<file path="config.mk">
export PLATFORM = sky130hd
export DESIGN_NAME = siso_tx_arbiter
export DESIGN_NICKNAME = d
export VERILOG_FILES = /design/src/rtl/siso_tx_arbiter.sv
export SDC_FILE = /design/constraint.sdc
export NUM_CORES = 1
export LEC_CHECK = 0
export CORE_MARGIN = 1.5
export CORE_UTILIZATION = 50
export CTS_BUF_LIST = sky130_fd_sc_hd__clkbuf_2
export DETAILED_ROUTE_END_ITERATION = 7
export PLACE_DENSITY = 0.81
export SYNTH_ARGS = -nofsm -noshare
export SYNTH_HDL_FRONTEND = slang
export SYNTH_SLANG_ARGS = --single-unit
</file>
<file path="constraint.sdc">
create_clock -name clk -period 2.2 [get_ports clk]
set_input_delay 0.33 -clock clk [delete_from_list [all_inputs] [get_ports clk]]
set_output_delay 0.33 -clock clk [all_outputs]
set_load 0.01 [all_outputs]
</file>
<file path="src/rtl/siso_tx_arbiter.sv">
// siso_tx_arbiter: round-robin arbiter feeding an MSB-first serial shift-out channel.
// Latency: first bit on dout the cycle after acceptance; frame of WIDTH cycles (+1 parity), then GAP idle cycles.
// Backpressure: a ready is raised only in IDLE; requesters hold valid/data until their ready is seen.
// Optional feature: define PARITY_EN to append one even-parity bit after the data bits of each frame.
module siso_tx_arbiter #(
  parameter int WIDTH = 8,
  parameter int GAP   = 1
) (
  input  logic             clk,
  input  logic             rst,
  input  logic             req0_valid,
  input  logic [WIDTH-1:0] req0_data,
  output logic             req0_ready,
  input  logic             req1_valid,
  input  logic [WIDTH-1:0] req1_data,
  output logic             req1_ready,
  output logic             dout,
  output logic             frame,
  output logic             busy,
  output logic             grant_id
);

  // One counter serves both the bit index and the gap length.
  localparam int CMAX = (WIDTH > GAP + 1) ? WIDTH : GAP + 1;
  localparam int CW   = $clog2(CMAX);

  typedef enum logic [1:0] {
    S_IDLE,
    S_SHIFT,
    S_GAP
`ifdef PARITY_EN
    , S_PARITY
`endif
  } state_t;

  state_t           state;
  logic [CW-1:0]    cnt;
  logic [WIDTH-1:0] sreg;
  logic             last1;      // last grant went to requester 1
  logic             pick1;
  logic             accept;
  logic [WIDTH-1:0] acc_data;
`ifdef PARITY_EN
  logic             par;
`endif

  // Where a frame goes once its last bit has left: straight to IDLE when there is no gap.
  localparam logic          GAP_ZERO = (GAP == 0);
  localparam logic [CW-1:0] GAP_LOAD = (GAP == 0) ? '0 : CW'(GAP - 1);

  // Round-robin choice and combinational readys, only offered in IDLE and never during reset.
  always_comb begin
    pick1      = 1'b0;
    req0_ready = 1'b0;
    req1_ready = 1'b0;
    pick1      = req1_valid && (!req0_valid || !last1);
    if (state == S_IDLE && !rst) begin
      req0_ready = req0_valid && !pick1;
      req1_ready = pick1;
    end
    accept   = req0_ready || req1_ready;
    acc_data = pick1 ? req1_data : req0_data;
  end

  // Frame sequencer: accept, shift MSB-first, optional parity bit, then inter-frame gap.
  always_ff @(posedge clk) begin
    if (rst) begin
      state    <= S_IDLE;
      cnt      <= '0;
      sreg     <= '0;
      last1    <= 1'b1;   // so requester 0 wins the first contention
      dout     <= 1'b0;
      frame    <= 1'b0;
      busy     <= 1'b0;
      grant_id <= 1'b0;
`ifdef PARITY_EN
      par      <= 1'b0;
`endif
    end else begin
      case (state)
        S_IDLE: begin
          if (accept) begin
            sreg     <= acc_data;
            dout     <= acc_data[WIDTH-1];
            frame    <= 1'b1;
            busy     <= 1'b1;
            grant_id <= pick1;
            last1    <= pick1;
            cnt      <= CW'(WIDTH - 1);
            state    <= S_SHIFT;
`ifdef PARITY_EN
            par      <= ^acc_data;
`endif
          end
        end

        S_SHIFT: begin
          if (cnt != '0) begin
            dout <= sreg[WIDTH-2];
            sreg <= {sreg[WIDTH-2:0], 1'b0};
            cnt  <= cnt - CW'(1);
          end else begin
`ifdef PARITY_EN
            dout  <= par;
            state <= S_PARITY;
`else
            frame <= 1'b0;
            dout  <= 1'b0;
            busy  <= !GAP_ZERO;
            cnt   <= GAP_LOAD;
            state <= GAP_ZERO ? S_IDLE : S_GAP;
`endif
          end
        end

`ifdef PARITY_EN
        S_PARITY: begin
          frame <= 1'b0;
          dout  <= 1'b0;
          busy  <= !GAP_ZERO;
          cnt   <= GAP_LOAD;
          state <= GAP_ZERO ? S_IDLE : S_GAP;
        end
`endif

        S_GAP: begin
          if (cnt == '0) begin
            busy  <= 1'b0;
            state <= S_IDLE;
          end else begin
            cnt <= cnt - CW'(1);
          end
        end

        default: begin
          state <= S_IDLE;
          frame <= 1'b0;
          dout  <= 1'b0;
          busy  <= 1'b0;
        end
      endcase
    end
  end

endmodule

</file>
==> out/metrics.cfg <==
[floorplanning]
io_pins=26
fp-row-count=16
coreArea_um2=1982
die_y_um=49.01
die_area_um2=2402
die_w_um=49.01
initial_core_util_pct=53.41

[route]
drc=0
drt_iter0_markers=28
ant_nets=0
vias=1009
routedWlPerCell_um=13.10
dr.pass1.iters=4
avgViaCountPerCell=5.669
routed_wl_um=2331

[sta]
hold_ws_ns=0.4832
setup_ws_ns=0.09978
slew_viol_final=0
setup_tns_ns=0
slew_headroom_pct=64.38
setup_viol_count_final=0
hold_viol=0
tightest_slew_ns=0.5343
final.setup_skew_ns=0.007071
timing.final.crit_share_pct=95.46
rsz0062_at_grt=false
fmax_mhz=476.1
layout_min_cycle_time_ns=2.100

[power]
comb_power_share_pct=53.5
ir_drop_v=0.0005559
pwr-share-seq_pct=35.3
internal-power_mw=0.7917
power_density_nw_per_um2=951.9
leakagePower_nw=0.5830
switchingPower_mw=0.5327
p_clk_share_pct=11.3
switching_share_pct=40.22

[logic_synthesis]
ys_ff_latch=17
synth_area_um2=1059
yosysWarnings=0
seq_area_frac_synth_pct=32.15
avgSynthCellArea_um2=8.748
synth_cells=121
synth_edf_count=0
yosys_most_used_dff=dfxtp_1
async_flop_share_pct=0
synthDistinctLibCells=37
postSynthNetCount=148

[flow_run]
cap_violations=0

[critical_path]
worstPathArrival_ns=1.77
reg2reg_to=sreg[2]
rr_worst_depth=6
crit_path_start_kind=input pin
end_kind=output port
cp_max_fo=3
required_ns=1.87
crit_type=input pin to output port
endpoint=req1_ready
crit_path_start=req1_valid
r2r_start=state[1]
ff2ff_setup_slack_ns=0.34

[clock_network]
cts_max_path_buffers=2
clk_pin_slew_worst_paths_ns=0.16
clkLatencyLatePin_ns=0.31
htreeDepth=1
tritoncts=yes
cts_buffers=3
cts-root-buf=clkbuf_2
cts.sinks=17

[layout]
fin_nets=179
layout_commonest_cell=clkdlybuf4s50_1
antennaDiodeCount=0
final_cell_mix=24 x clkdlybuf4s50_1, 17 x dfxtp_1, 13 x nor2_1, 10 x nand2_1, 8 x a21oi_1
drive_gt1_share_pct=13.25
areaGrowthSynthToFinish_pct=31.44

[placement]
place_congestion=0.8570
dp_hpwl_um=1841
place_ws_ns=0.09393
io_buffer_count=25

[global_route]
antenna_found_initial=0
grt_pass1_wl_um=3912
grt_max_degree=15
first_global_vias=937
track_usage_pct=20.99
grt-ovfl-total=0

[status]
status=complete, no violations

[worst_hold_path]
min-delay-path-class=flop to flop
hold_start=sreg[0]

[kinds of logic after synthesis]
| family | count (synthesis) | share of synthesized area (%) |
|---|---|---|
| AND/OR/NAND/NOR | 41 | 18.09 |
| AO/OA/AOI/OAI | 37 | 29.55 |
| flip-flops | 17 | 32.15 |
| buffers and inverters | 13 | 6.145 |
| adder cells (fa/ha/maj) | 7 | 8.274 |
| multiplexers | 6 | 5.792 |
[per-stage QoR]
step / util [%] / power, mW / std cells / instance area (µm²)
finish: 70.20 / 1.324 / 178 / 1391
global route: 70.20 / 1.432 / 178 / 1391
CTS: 69.57 / 1.315 / 178 / 1379
detailed placement: 68.43 / 1.160 / 174 / 1356
global placement: 68.43 / 1.129 / 174 / 1356
floorplan: - / 0.9533 / 121 / 1059
[cell usage after synthesis (all sizes together), types with 4 or more instances]
cell type | count | area share, %
a211oi | 5 | 3.5
a21oi | 9 | 4.6
buf | 4 | 3.0
dfxtp | 17 | 32
ha | 7 | 8.3
inv | 6 | 2.1
mux2i | 5 | 4.7
nand2 | 10 | 3.5
nand3 | 4 | 1.9
nor2 | 13 | 4.6
nor2b | 7 | 4.1
nor3 | 4 | 1.9
o41ai | 4 | 5.4
[power groups by stage]
stage / clock [mW] / sequential (mW) / combinational (mW)
floorplan: 0 / 0.467 / 0.486
global placement: 0 / 0.467 / 0.662
detailed placement: 0 / 0.471 / 0.689
CTS: 0.155 / 0.465 / 0.695
global route: 0.166 / 0.480 / 0.786
finish: 0.149 / 0.467 / 0.708
[worst max-delay path, cell delays in order]
cell and delay (ns):
clkdlybuf4s50_1 0.50, a21boi_2 0.19, nand2_1 0.09, nor2_1 0.12, clkdlybuf4s50_1 0.54
[how the worst min path moves through the flow]
stage,end,slack (ns),cells past startpoint
CTS,sreg[0],0.48,2
global route,sreg[0],0.49,2
detailed placement,sreg[0],0.45,2
global placement,sreg[0],0.45,2
finish,sreg[0],0.48,2
floorplan,sreg[6],0.44,2
[sequential cells by signal, summed over array words and instances (netlist names)]
name and cells:
sreg 7, cnt 3, state 2, busy 1, dout 1, frame 1
grant_id 1, last1 1
[routing by layer]
metal	track usage [%]	vias up	wire [µm]
li1	-	504	-
met1	25.81	474	1037
met2	35.62	29	1143
met3	6.748	2	138
met4	4.762	0	11
met5	0	-	0
[timing repair]
item                       in CTS  in global routing
buffers inserted                0                  0
setup endpoints to repair       2                  2
hold buffers                    0                  0
gates resized for setup         1                  2
[final cells by class]
type | count | area (µm²)
inverters | 7 | 26.28
multi-input cells | 91 | 665.6
fillers | 160 | 590.6
well taps | 27 | 33.78
clock buffers | 4 | 20.02
repair buffers | 32 | 305.3
flip-flops and latches | 17 | 340.3
Note: power is estimated with default switching activity, not from simulation.
